===== config.mk =====
export PLATFORM = sky130hd
export DESIGN_NAME = pipeline_hazard_ctrl
export DESIGN_NICKNAME = d
export VERILOG_FILES = /design/src/rtl/pipeline_hazard_ctrl.sv
export SDC_FILE = /design/constraint.sdc
export NUM_CORES = 1
export LEC_CHECK = 0
export ABC_AREA = 1
export CELL_PAD_IN_SITES_DETAIL_PLACEMENT = 1
export CELL_PAD_IN_SITES_GLOBAL_PLACEMENT = 2
export CORE_ASPECT_RATIO = 1.25
export CORE_MARGIN = 4
export CORE_UTILIZATION = 30
export CTS_CLUSTER_DIAMETER = 40
export DETAILED_ROUTE_END_ITERATION = 8
export PLACE_DENSITY = 0.84
export SYNTH_ARGS = -nofsm -noshare
export SYNTH_HDL_FRONTEND = slang
export SYNTH_SLANG_ARGS = --single-unit

===== constraint.sdc =====
create_clock -name clk -period 7.47 [get_ports clk]
set_clock_uncertainty 0.15 [all_clocks]
set_input_delay 1.1205 -clock clk [delete_from_list [all_inputs] [get_ports clk]]
set_output_delay 1.1205 -clock clk [all_outputs]
set_load 0.01 [all_outputs]

===== src/rtl/pipeline_hazard_ctrl.sv =====
// pipeline_hazard_ctrl
// Decode-stage interlock controller for the 5-stage RV32I pipeline. It tracks
// in-flight destination registers in a scoreboard. Each cycle it decides
// whether the decode instruction issues, stalls fetch/decode, or is squashed
// by a branch redirect.
// Optional feature: define FORWARDING_EN to let a RAW hazard on the most
// recently issued non-load result proceed. The forwarded source is reported
// on the fwd_rs1/fwd_rs2 ports.
module pipeline_hazard_ctrl #(
  parameter int FLUSH_CYCLES = 2,
  parameter int XLEN_REGS    = 32
) (
  input  logic                 clk,
  input  logic                 rst,
  input  logic                 id_valid,
  input  logic [4:0]           id_rs1_addr,
  input  logic [4:0]           id_rs2_addr,
  input  logic                 id_uses_rs1,
  input  logic                 id_uses_rs2,
  input  logic                 id_rd_write_enable,
  input  logic [4:0]           id_rd_addr,
  input  logic                 id_res_src,
  input  logic                 ex_ready,
  input  logic                 ex_redirect,
  input  logic                 wb_valid,
  input  logic [4:0]           wb_addr,
  output logic                 issue,
  output logic                 stall_if,
  output logic                 stall_id,
  output logic                 flush_id,
  output logic [XLEN_REGS-1:0] busy_vec,
  output logic [31:0]          stall_count
`ifdef FORWARDING_EN
  ,
  output logic                 fwd_rs1,
  output logic                 fwd_rs2
`endif
);

  localparam logic [0:0] RUN   = 1'b0;
  localparam logic [0:0] FLUSH = 1'b1;

  logic [0:0]           state;
  logic [2:0]           flush_cnt;
  logic [XLEN_REGS-1:0] busy_next;
  logic                 src1_busy, src2_busy, rd_busy;
  logic                 src1_fwd, src2_fwd;
  logic                 hazard;

`ifdef FORWARDING_EN
  logic       last_valid;
  logic [4:0] last_rd;
  logic       last_load;

  // A busy source can bypass the scoreboard only if it is the last issued non-load result
  always_comb begin
    src1_fwd = src1_busy && last_valid && (id_rs1_addr == last_rd) && !last_load;
    src2_fwd = src2_busy && last_valid && (id_rs2_addr == last_rd) && !last_load;
    fwd_rs1  = issue && src1_fwd;
    fwd_rs2  = issue && src2_fwd;
  end

  // Remember the last issued destination; a stalled cycle lets a load result mature
  always_ff @(posedge clk or posedge rst) begin
    if (rst) begin
      last_valid <= 1'b0;
      last_rd    <= 5'd0;
      last_load  <= 1'b0;
    end else if (issue) begin
      last_valid <= id_rd_write_enable && (id_rd_addr != 5'd0);
      last_rd    <= id_rd_addr;
      last_load  <= id_res_src;
    end else begin
      last_load  <= 1'b0;
    end
  end
`else
  // Without forwarding every busy source waits for writeback
  always_comb begin
    src1_fwd = 1'b0;
    src2_fwd = 1'b0;
  end
`endif

  // Hazard detection and issue/stall/flush decisions; all forced low while in reset
  always_comb begin
    src1_busy = id_uses_rs1 && (id_rs1_addr != 5'd0) && busy_vec[id_rs1_addr];
    src2_busy = id_uses_rs2 && (id_rs2_addr != 5'd0) && busy_vec[id_rs2_addr];
    rd_busy   = id_rd_write_enable && (id_rd_addr != 5'd0) && busy_vec[id_rd_addr];
    hazard    = id_valid && ((src1_busy && !src1_fwd) || (src2_busy && !src2_fwd) || rd_busy);
    issue     = !rst && (state == RUN) && id_valid && !hazard && ex_ready && !ex_redirect;
    stall_id  = !rst && (state == RUN) && id_valid && !issue && !ex_redirect;
    stall_if  = stall_id;
    flush_id  = !rst && (ex_redirect || (flush_cnt != 3'd0));
  end

  // Next scoreboard: writeback clears first so a same-cycle issue set wins
  always_comb begin
    busy_next = busy_vec;
    if (wb_valid && (wb_addr != 5'd0))
      busy_next[wb_addr] = 1'b0;
    if (issue && id_rd_write_enable && (id_rd_addr != 5'd0))
      busy_next[id_rd_addr] = 1'b1;
  end

  // Scoreboard register
  always_ff @(posedge clk or posedge rst) begin
    if (rst)
      busy_vec <= '0;
    else
      busy_vec <= busy_next;
  end

  // RUN/FLUSH sequencing; a redirect (re)loads the flush counter
  always_ff @(posedge clk or posedge rst) begin
    if (rst) begin
      state     <= RUN;
      flush_cnt <= 3'd0;
    end else if (ex_redirect) begin
      state     <= FLUSH;
      flush_cnt <= 3'(FLUSH_CYCLES);
    end else if (state == FLUSH) begin
      if (flush_cnt <= 3'd1) begin
        flush_cnt <= 3'd0;
        state     <= RUN;
      end else begin
        flush_cnt <= flush_cnt - 3'd1;
      end
    end
  end

  // Saturating count of decode stall cycles
  always_ff @(posedge clk or posedge rst) begin
    if (rst)
      stall_count <= 32'd0;
    else if (stall_id && (stall_count != 32'hFFFF_FFFF))
      stall_count <= stall_count + 32'd1;
  end

endmodule


==> results of run 1 <==
==> report_power, final <==
group	switching (mW)	total, mW	internal, mW
Combinational	0.111	0.176	0.0659
Clock	0.167	0.407	0.240
Sequential	0.0236	0.411	0.387
==> registers in the layout, indices dropped and copies added (netlist names) <==
signal	flops
busy_vec	32
flush_cnt	3
stall_count	32
state	1
==> cell families (layout without fill, tap and decap cells) <==
family,Yosys count,count (layout)
adders and majority gates,4,4
xor gates and xnor gates,31,31
DFF,68,68
and+or+nand+nor,511,511
AOI/OAI and AO/OA,68,68
buffers and inverters,86,175
==> critical path: stages <==
cell and delay, ns:
sky130_fd_sc_hd__clkdlybuf4s50_1 0.50, sky130_fd_sc_hd__nor2_1 0.09, sky130_fd_sc_hd__nand3_1 0.11, sky130_fd_sc_hd__clkinv_1 0.87, sky130_fd_sc_hd__nand2_1 0.34, sky130_fd_sc_hd__a21oi_1 0.09, sky130_fd_sc_hd__nand3_2 0.06, sky130_fd_sc_hd__buf_4 0.37
sky130_fd_sc_hd__inv_1 0.12, sky130_fd_sc_hd__nor2_1 0.15, sky130_fd_sc_hd__clkdlybuf4s50_1 0.57
==> synth_stat cells <==
master                     instances  area share [%]
sky130_fd_sc_hd__nand2_1         316              24
sky130_fd_sc_hd__nor2_1           73             5.6
sky130_fd_sc_hd__dfrtp_1          68              35
sky130_fd_sc_hd__inv_1            56             4.3
sky130_fd_sc_hd__o21ai_0          54             5.5
sky130_fd_sc_hd__nand3_1          44             4.5
sky130_fd_sc_hd__nand4_1          41             5.2
sky130_fd_sc_hd__nor3_1           24             2.5
sky130_fd_sc_hd__xor2_1           22             3.9
sky130_fd_sc_hd__clkbuf_1         11            0.84
sky130_fd_sc_hd__a21oi_1          10             1.0
sky130_fd_sc_hd__xnor2_1           9             1.6
sky130_fd_sc_hd__nor4_1            7            0.89
sky130_fd_sc_hd__buf_2             6            0.61
sky130_fd_sc_hd__buf_4             6            0.92
sky130_fd_sc_hd__ha_1              4             1.0
sky130_fd_sc_hd__buf_6             3            0.69
sky130_fd_sc_hd__clkinv_1          2            0.15
sky130_fd_sc_hd__inv_2             2            0.15
sky130_fd_sc_hd__nand3_2           2            0.41
sky130_fd_sc_hd__o21ai_1           2            0.20
sky130_fd_sc_hd__a31oi_1           1            0.13
sky130_fd_sc_hd__nand2_2           1            0.13
sky130_fd_sc_hd__nand3b_1          1            0.15
sky130_fd_sc_hd__nor2_4            1            0.23
sky130_fd_sc_hd__nor3_2            1            0.20
sky130_fd_sc_hd__o31ai_1           1            0.15
==> per-layer routing <==
metal | track usage (%) | part of all wire, %
met5 | 0 | 0
met2 | 41.68 | 53
met4 | 8.571 | 3.2
met1 | 23.82 | 41
met3 | 2.839 | 2.7
==> path summary, 6_finish.rpt <==
| check | end | slack [ns] | cells past startpoint |
|---|---|---|---|
| max | stall_id | 1.77 | 11 |
| min | flush_cnt[1] | 0.36 | 2 |
| max reg2reg | stall_count[2] | 3.93 | 10 |
| min reg2reg | flush_cnt[1] | 0.36 | 2 |
| max in group asynchronous | stall_count[18] | 5.26 | 3 |
| min in group asynchronous | busy_vec[28] | 1.29 | 3 |
==> cell type report <==
class | instances | area share (%)
flip-flops and latches | 68 | 27.09
clock inverters | 4 | 0.3983
repair buffers | 100 | 15.77
inverters | 60 | 3.585
multi-input cells | 614 | 44.91
clock buffers | 11 | 4.023
well taps | 212 | 4.222
==> results.py, run 1 <==
metrics = {
    "global_route": {
        "grt_start_max_net_pins": 69,
        "global_route_wire_length_before_repair_um": 31130,
        "grt_antenna_before_repair": 0,
        "grtUsageTotal_pct": 21.71,
        "vias_in_the_first_global_route": 5808,
        "grt_overflow": 0,
    },
    "timing": {
        "hold_viol_final": 0,
        "worstMarginPinSlew_ns": 1.105,
        "final_max_slew_viol_count": 0,
        "clock.fmax_ghz": 0.1755,
        "final_period_minus_worst_setup_slack_ns": 5.697,
        "setup_repair_after_global_routing_missed_its_margin": "no",
        "setup_ws_ns": 1.773,
        "worst_hold_slack_ns": 0.3627,
        "fin_crit_sh_pct": 76.27,
        "totalNegativeSetupSlack_ns": 0,
        "final-setup-viol-count": 0,
        "relSlewSlack_pct": 25.89,
    },
    "clocking": {
        "clk_path_buf_depth": 2,
        "cts_resized": 0,
        "cts.clk_slew.worst_paths_ns": 0.05,
        "clk-insertion-delay-late_ns": 0.34,
        "cts_hold_buf": 0,
        "clock_sinks": 68,
        "clock_tree.htree_level_count": 3,
        "post_cts_setup_buffer_count": 0,
        "cts_root_buf": "sky130_fd_sc_hd__clkbuf_16",
        "tritoncts.num_buffers": 9,
        "tritoncts": "done",
    },
    "worst_setup_path": {
        "start_kind": "input pin",
        "cp-startpoint": "ex_redirect",
        "regToRegStartpoint": "state",
        "path_class": "input pin to output port",
        "critical_path.endpoint_type": "output port",
        "cp_data_required_time_ns": 6.20,
        "arrival_ns": 4.43,
        "path_max_fanout": 35,
    },
    "placement": {
        "numPlacedInstances": 1054,
        "place.gp.congestion": 0.8766,
        "placement.setup.worst_slack_ns": 1.743,
        "post-dp-hpwl_um": 15040,
        "io_buffer_count": 96,
        "dpl_cell_area_um2": 6005,
    },
    "floorplan": {
        "core-area_um2": 15830,
        "initial_utilization_pct": 30.95,
        "std_cell_rows": 51,
        "die_height_um": 150.9,
        "ioPinCount": 98,
        "die-width_um": 122.3,
        "fp.dieArea_um2": 18450,
    },
    "min_path": {
        "min_from": "flush_cnt[1]",
        "min-delay-path-class": "register to register",
    },
    "synth": {
        "synthXorXnorAreaFrac_pct": 5.543,
        "synth-adder-area-share_pct": 1.022,
        "synth-seq-area-share_pct": 34.74,
        "cell_area_after_synthesis_um2": 4898,
        "yosys.area_share.simple_pct": 44.01,
        "yosys-mux-area-fraction_pct": 0,
        "synth_top_family_by_area": "simple AND/OR/NAND/NOR gates",
        "syn_nets": 802,
        "synthesis.area_per_instance_um2": 6.378,
        "synth-compound-area-share_pct": 7.024,
        "yosysWarnings": 0,
        "synth_cells": 768,
        "synth.lib_cells_used.distinct": 27,
        "postSynthRegisterBits": 68,
    },
    "route": {
        "wl_per_cell_um": 18.41,
        "drt-pass1-iter-count": 4,
        "routed-via-count": 5494,
        "drcViolationCount": 0,
        "route.antenna.remaining_nets": 0,
        "number_of_vias_per_cell": 5.139,
        "detail_route.iter0.violations": 234,
        "finalWirelength_um": 19680,
    },
    "final_layout": {
        "finish.utilization_pct": 39.70,
        "antennaDiodeCount": 0,
        "layoutNonFillerInstCount": 1069,
        "layout.cell_area.non_filler_um2": 6282,
        "fill_cells": 2125,
        "layout.nets": 887,
        "drive_above_1_share_pct": 3.151,
        "synthToLayoutAreaGrowth_pct": 28.25,
        "ff_latch_area_um2": 1702,
        "most_frequent_cells_in_the_layout": "316 x sky130_fd_sc_hd__nand2_1, 96 x sky130_fd_sc_hd__clkdlybuf4s50_1, 73 x sky130_fd_sc_hd__nor2_1",
        "multi_input_comb_area_um2": 2821,
        "layout_commonest_cell": "sky130_fd_sc_hd__nand2_1",
    },
    "outcome": {
        "outcome": "finished, final reports clean",
    },
    "job": {
        "cap_viol_max_count": 0,
    },
    "power_and_ir_drop": {
        "p_per_area_nw_per_um2": 158.2,
        "vdd.ir_drop.worst_uv": 103.3,
        "power.total_mw": 0.9939,
        "leakagePower_nw": 2.959,
    },
}
(Power assumes the default switching activity.)
==> inputs of run 2 (changes only) <==
--- a/config.mk
+++ b/config.mk
@@ -10,10 +10,10 @@
 export CELL_PAD_IN_SITES_GLOBAL_PLACEMENT = 2
 export CORE_ASPECT_RATIO = 1.25
 export CORE_MARGIN = 4
-export CORE_UTILIZATION = 30
+export CORE_UTILIZATION = 25
 export CTS_CLUSTER_DIAMETER = 40
 export DETAILED_ROUTE_END_ITERATION = 8
-export PLACE_DENSITY = 0.84
+export PLACE_DENSITY = 0.75
 export SYNTH_ARGS = -nofsm -noshare
 export SYNTH_HDL_FRONTEND = slang
 export SYNTH_SLANG_ARGS = --single-unit
==> constraint.sdc (replaced) <==
create_clock -name clk -period 5.2 [get_ports clk]
set_clock_uncertainty 0.15 [all_clocks]
set_input_delay 0.78 -clock clk [delete_from_list [all_inputs] [get_ports clk]]
set_output_delay 0.78 -clock clk [all_outputs]
set_load 0.01 [all_outputs]
==> results.py, run 2 (synthesis gave the netlist of run 1 again) <==
metrics = {
    "timing": {
        "totalNegativeSetupSlack_ns": 0,
        "final_period_minus_worst_setup_slack_ns": 4.299,
        "setup_repair_after_global_routing_missed_its_margin": "no",
        "final_max_slew_viol_count": 0,
        "setup_ws_ns": 0.9010,
        "relSlewSlack_pct": 37.83,
        "worstMarginPinSlew_ns": 0.9325,
        "hold_viol_final": 0,
        "clock.fmax_ghz": 0.2326,
        "fin_crit_sh_pct": 82.67,
        "final-setup-viol-count": 0,
    },
    "route": {
        "drcViolationCount": 0,
        "route.antenna.remaining_nets": 0,
        "routed-via-count": 5333,
        "wl_per_cell_um": 17.37,
        "detail_route.iter0.violations": 195,
        "number_of_vias_per_cell": 4.732,
        "finalWirelength_um": 19580,
        "drt-pass1-iter-count": 4,
    },
    "placement": {
        "placement.setup.worst_slack_ns": 0.8954,
        "place.gp.congestion": 0.8583,
        "io_buffer_count": 96,
        "post-dp-hpwl_um": 14630,
        "numPlacedInstances": 1111,
    },
    "final_layout": {
        "drive_above_1_share_pct": 3.712,
        "layout.nets": 891,
        "antennaDiodeCount": 0,
        "layoutNonFillerInstCount": 1127,
        "fill_cells": 2452,
        "top_regs": "busy_vec (32), stall_count (32), flush_cnt (3)",
        "ff_latch_area_um2": 1702,
        "layout_commonest_cell": "sky130_fd_sc_hd__nand2_1",
        "synthToLayoutAreaGrowth_pct": 31.90,
        "most_frequent_cells_in_the_layout": "316 x sky130_fd_sc_hd__nand2_1, 96 x sky130_fd_sc_hd__clkdlybuf4s50_1, 73 x sky130_fd_sc_hd__nor2_1",
        "multi_input_comb_area_um2": 2821,
    },
    "worst_setup_path": {
        "critPathSlowestCell": "sky130_fd_sc_hd__clkdlybuf4s50_1",
        "path_class": "input pin to output port",
        "arrival_ns": 3.37,
        "regToRegStartpoint": "busy_vec[16]",
        "timing.critical_path.cells": "clkdlybuf4s50_1 -> buf_4 -> inv_1 -> nor2_1 -> o21ai_0 -> nand2_1 -> nand2_1 -> nor2_1 -> nand2_1 -> nand3_1 -> nand3_2 -> inv_1 -> nor2_1 -> clkdlybuf4s50_1",
        "critical_path.endpoint_type": "output port",
        "path_max_fanout": 16,
        "timing.critical_path.slowest_cell_delay_ns": 0.56,
        "rrSetupSlack_ns": 2.21,
        "start_kind": "input pin",
        "critical_path.reg2reg.endpoint": "stall_count[23]",
        "reg2reg_depth": 11,
        "cp_data_required_time_ns": 4.27,
    },
    "floorplan": {
        "die_height_um": 164.5,
        "fp.dieArea_um2": 21910,
        "initial_utilization_pct": 25.34,
        "die-width_um": 133.2,
        "core-area_um2": 19330,
        "std_cell_rows": 57,
        "ioPinCount": 98,
    },
    "clocking": {
        "cts_hold_buf": 0,
        "clock_sinks": 68,
        "tritoncts": "done",
        "cts_root_buf": "sky130_fd_sc_hd__clkbuf_16",
        "clk_path_buf_depth": 2,
        "clock_tree.htree_level_count": 3,
        "cts_resized": 0,
        "clk-insertion-delay-late_ns": 0.34,
        "post_cts_setup_buffer_count": 0,
        "cts.clk_slew.worst_paths_ns": 0.06,
        "tritoncts.num_buffers": 9,
    },
    "power_and_ir_drop": {
        "switching_share_pct": 27.41,
        "internal_power_mw": 1.149,
        "register_share_of_total_power_pct": 37.1,
        "power.clock.fraction_pct": 46.8,
        "netSwitchingPower_mw": 0.4339,
        "vdd.ir_drop.worst_uv": 132.6,
        "power.combinational.fraction_pct": 16.0,
        "power.total_mw": 1.583,
        "leakagePower_nw": 3.021,
        "p_per_area_nw_per_um2": 245.0,
    },
    "global_route": {
        "grt_overflow": 0,
        "vias_in_the_first_global_route": 5674,
        "grt_antenna_before_repair": 1,
        "grtUsageTotal_pct": 18.30,
        "global_route_wire_length_before_repair_um": 31480,
        "grt_start_max_net_pins": 69,
    },
    "job": {
        "cap_viol_max_count": 0,
    },
    "outcome": {
        "outcome": "finished, final reports clean",
    },
    "min_path": {
        "min_delay_worst_endpoint": "busy_vec[0]",
        "min_from": "busy_vec[0]",
        "hold_depth": 0,
        "min-delay-path-class": "register to register",
    },
}
run 2: changes by cell type in the layout (fill, tap and decap cells not counted), sizes merged:
cell	before	now
bufinv	0	3
clkinvlp	2	0
buf	4	8
run 2: final cells by class:
type                            count  share of cell area (%)
Multi-Input combinational cell    614                   43.67
Timing Repair Buffer              104                   15.80
Sequential cell                    68                   26.34
Clock buffer                       11                   3.912
Tap cell                          265                   5.132
Clock inverter                      5                   1.665
Inverter                           60                   3.486
run 2: worst max path at each step:
stage / from / to
2_1_floorplan: rst / stall_if
3_3_place_gp: id_rs2_addr[0] / stall_if
3_5_place_dp: id_rs2_addr[0] / stall_count[23]
4_1_cts: id_rs2_addr[0] / stall_id
5_1_grt: id_rs2_addr[0] / stall_id
6_report: id_rs2_addr[0] / stall_id
run 2: metal layers:
layer	routed length [µm]	vias up	GRT usage [%]
met5	8	-	0
met4	391	2	5.332
met3	681	26	2.895
met2	10020	112	33.78
met1	8480	2531	21.93
li1	-	2662	-
run 2: power by group through the flow:
stage	sequential [mW]	clock (mW)	combinational [mW]
3_5_place_dp	0.598	0	0.258
2_1_floorplan	0.595	0	0.141
4_1_cts	0.589	0.767	0.260
3_3_place_gp	0.598	0	0.257
5_1_grt	0.594	0.787	0.287
6_report	0.588	0.742	0.254
run 2: worst max-delay path: cells and delay by family:
family / cells / cell delay [ns]
buf+inv: 5 / 1.66
simple gates: 8 / 0.74
compound gates: 1 / 0.17
run 2: per-stage QoR:
stage	hold slack (ns)	util, %	cell area [µm²]
2_1_floorplan	0.3092	-	4898
3_3_place_gp	0.3304	31.57	6101
3_5_place_dp	0.3531	31.57	6101
4_1_cts	0.3701	33.43	6461
5_1_grt	0.3988	33.43	6461
6_report	0.3644	33.43	6461
==> inputs of run 3 (changes only) <==
==> constraint.sdc (replaced) <==
create_clock -name clk -period 3.6 [get_ports clk]
set_clock_uncertainty 0.15 [all_clocks]
set_input_delay 0.54 -clock clk [delete_from_list [all_inputs] [get_ports clk]]
set_output_delay 0.54 -clock clk [all_outputs]
set_load 0.01 [all_outputs]
==> results.py, run 3 (synthesis gave the netlist of run 1 again) <==
metrics = {
    "worst_setup_path": {
        "timing.critical_path.slowest_cell_delay_ns": 0.56,
        "cp_num_buf_inv": 5,
        "arrival_ns": 2.74,
        "critPathSlowestCell": "sky130_fd_sc_hd__clkdlybuf4s50_1",
        "start_kind": "input pin",
        "crit_top_cell": "sky130_fd_sc_hd__nand3_1",
        "critical_path.endpoint_type": "output port",
        "rrSetupSlack_ns": 0.95,
        "reg2reg_depth": 9,
        "path_class": "input pin to output port",
        "critical_path.reg2reg.endpoint": "stall_count[20]",
        "path_max_fanout": 5,
        "timing.critical_path.cells": "clkdlybuf4s50_1 -> inv_1 -> buf_4 -> nand3_1 -> nand3_1 -> nand3_1 -> nand3_1 -> nand2_1 -> nand2_1 -> nand3_2 -> inv_1 -> nor2_1 -> clkdlybuf4s50_1",
        "regToRegStartpoint": "stall_count[5]",
        "worst_path_dominant_cell_family": "buffers and inverters",
        "cp_data_required_time_ns": 2.91,
    },
    "timing": {
        "totalNegativeSetupSlack_ns": 0,
        "fin_crit_sh_pct": 95.25,
        "clock.fmax_ghz": 0.2916,
        "final_max_slew_viol_count": 0,
        "hold_viol_final": 0,
        "setup_repair_after_global_routing_missed_its_margin": "no",
        "relSlewSlack_pct": 37.50,
        "worstMarginPinSlew_ns": 0.9375,
        "final_period_minus_worst_setup_slack_ns": 3.429,
        "final-setup-viol-count": 0,
    },
    "final_layout": {
        "most_frequent_cells_in_the_layout": "316 x sky130_fd_sc_hd__nand2_1, 89 x sky130_fd_sc_hd__clkdlybuf4s50_1, 73 x sky130_fd_sc_hd__nor2_1",
        "fill_cells": 2469,
        "layout.nets": 907,
        "ff_latch_area_um2": 1702,
        "multi_input_comb_area_um2": 2841,
        "finish.utilization_pct": 34.21,
        "drive_above_1_share_pct": 6.150,
        "synthToLayoutAreaGrowth_pct": 34.99,
        "layout_commonest_cell": "sky130_fd_sc_hd__nand2_1",
        "top_regs": "busy_vec (32), stall_count (32), flush_cnt (3)",
        "antennaDiodeCount": 0,
    },
    "floorplan": {
        "die_height_um": 164.5,
        "core-area_um2": 19330,
        "std_cell_rows": 57,
        "initial_utilization_pct": 25.34,
        "die-width_um": 133.2,
        "fp.dieArea_um2": 21910,
        "ioPinCount": 98,
    },
    "route": {
        "route.antenna.remaining_nets": 0,
        "drcViolationCount": 0,
        "drt-pass1-iter-count": 4,
        "finalWirelength_um": 19990,
        "wl_per_cell_um": 17.49,
        "detail_route.iter0.violations": 173,
        "routed-via-count": 5414,
        "number_of_vias_per_cell": 4.737,
    },
    "min_path": {
        "min_delay_worst_endpoint": "busy_vec[0]",
        "min_from": "busy_vec[0]",
        "min-delay-path-class": "register to register",
        "hold_depth": 0,
    },
    "clocking": {
        "cts.clk_slew.worst_paths_ns": 0.07,
        "clock_sinks": 68,
        "clk_path_buf_depth": 2,
        "tritoncts": "done",
        "tritoncts.num_buffers": 9,
        "clock_tree.htree_level_count": 3,
        "post_cts_setup_buffer_count": 0,
        "cts_root_buf": "sky130_fd_sc_hd__clkbuf_16",
        "clk-insertion-delay-late_ns": 0.34,
    },
    "global_route": {
        "grt_antenna_before_repair": 1,
        "grtUsageTotal_pct": 18.29,
        "grt_start_max_net_pins": 69,
        "global_route_wire_length_before_repair_um": 31470,
        "vias_in_the_first_global_route": 5570,
        "grt_overflow": 0,
    },
    "power_and_ir_drop": {
        "p_per_area_nw_per_um2": 330.2,
        "power.clock.fraction_pct": 43.4,
        "power.combinational.fraction_pct": 17.7,
        "switching_share_pct": 30.49,
        "vdd.ir_drop.worst_uv": 193.4,
        "leakagePower_nw": 3.140,
        "internal_power_mw": 1.518,
        "register_share_of_total_power_pct": 38.9,
        "netSwitchingPower_mw": 0.6659,
    },
    "placement": {
        "io_buffer_count": 96,
        "place.gp.congestion": 0.8683,
        "post-dp-hpwl_um": 15290,
    },
    "job": {
        "cap_viol_max_count": 0,
    },
    "outcome": {
        "outcome": "finished, final reports clean",
    },
}
## run 3: repair_timing
| action | CTS | global route |
|---|---|---|
| endpoints found under the setup margin | 0 | 3 |
| hold buffers | 0 | 0 |
| resized for setup | 0 | 15 |
## run 3: worst reg2reg max path, cell delays in order (launching register included)
cell and delay [ns]:
sky130_fd_sc_hd__dfrtp_1 0.51, sky130_fd_sc_hd__nand2_1 0.14, sky130_fd_sc_hd__nor3_2 0.24, sky130_fd_sc_hd__nand2_1 0.23, sky130_fd_sc_hd__nor3_1 0.34, sky130_fd_sc_hd__nand4_1 0.40
sky130_fd_sc_hd__nand3_2 0.20, sky130_fd_sc_hd__buf_4 0.24, sky130_fd_sc_hd__nand2_1 0.09, sky130_fd_sc_hd__nand2_1 0.06
## run 3: per-stage QoR
step | area, µm² | power [mW] | hold slack [ns] | worst slack [ns] | cells
3_5_place_dp | 6255 | 1.253 | 0.3601 | 0.06105 | 1126
4_1_cts | 6564 | 2.210 | 0.3740 | 0.03569 | 1142
5_1_grt | 6613 | 2.294 | 0.3904 | 0.01007 | 1143
3_3_place_gp | 6255 | 1.247 | 0.3338 | 0.08355 | 1126
6_report | 6613 | 2.184 | 0.3673 | 0.1710 | 1143
2_1_floorplan | 4902 | 1.063 | 0.3092 | 0.1070 | 768
## run 3: routing by layer
metal  global-route usage (%)  share of wire, %  vias up  wire length [µm]
met5                        0             0.065        -                13
met4                    5.098               1.6        2               325
met3                    2.498               3.1       19               625
met2                    34.10                52      106             10410
met1                    21.98                43     2592              8610
li1                         -                 -     2695                 -
## run 3: final cells by class
cell class	instances	share of cell area (%)
timing repair buffer	119	17.98
inverter	60	3.557
clock buffer	10	3.614
tap	265	5.014
multi-input combinational	614	42.97
clock inverter	6	1.060
timing repair inverter	1	0.07569
sequential	68	25.73
## run 3: worst max path at each step
stage	startpoint	end	slack, ns	cells after the start
after floorplan	rst	stall_if	0.11	9
after global placement	id_rs2_addr[0]	stall_id	0.08	13
after detailed placement	id_rs1_addr[0]	stall_if	0.06	13
after CTS	id_rs1_addr[0]	stall_if	0.04	13
after global routing	id_rs1_addr[1]	stall_if	0.01	13
final	id_rs1_addr[1]	stall_if	0.17	13
## run 3: power groups by stage
| stage | clock (mW) | combinational, mW | sequential [mW] |
|---|---|---|---|
| 2_1_floorplan | 0 | 0.204 | 0.859 |
| 3_3_place_gp | 0 | 0.384 | 0.863 |
| 3_5_place_dp | 0 | 0.390 | 0.864 |
| 4_1_cts | 0.968 | 0.393 | 0.850 |
| 5_1_grt | 0.999 | 0.436 | 0.859 |
| 6_report | 0.947 | 0.387 | 0.849 |
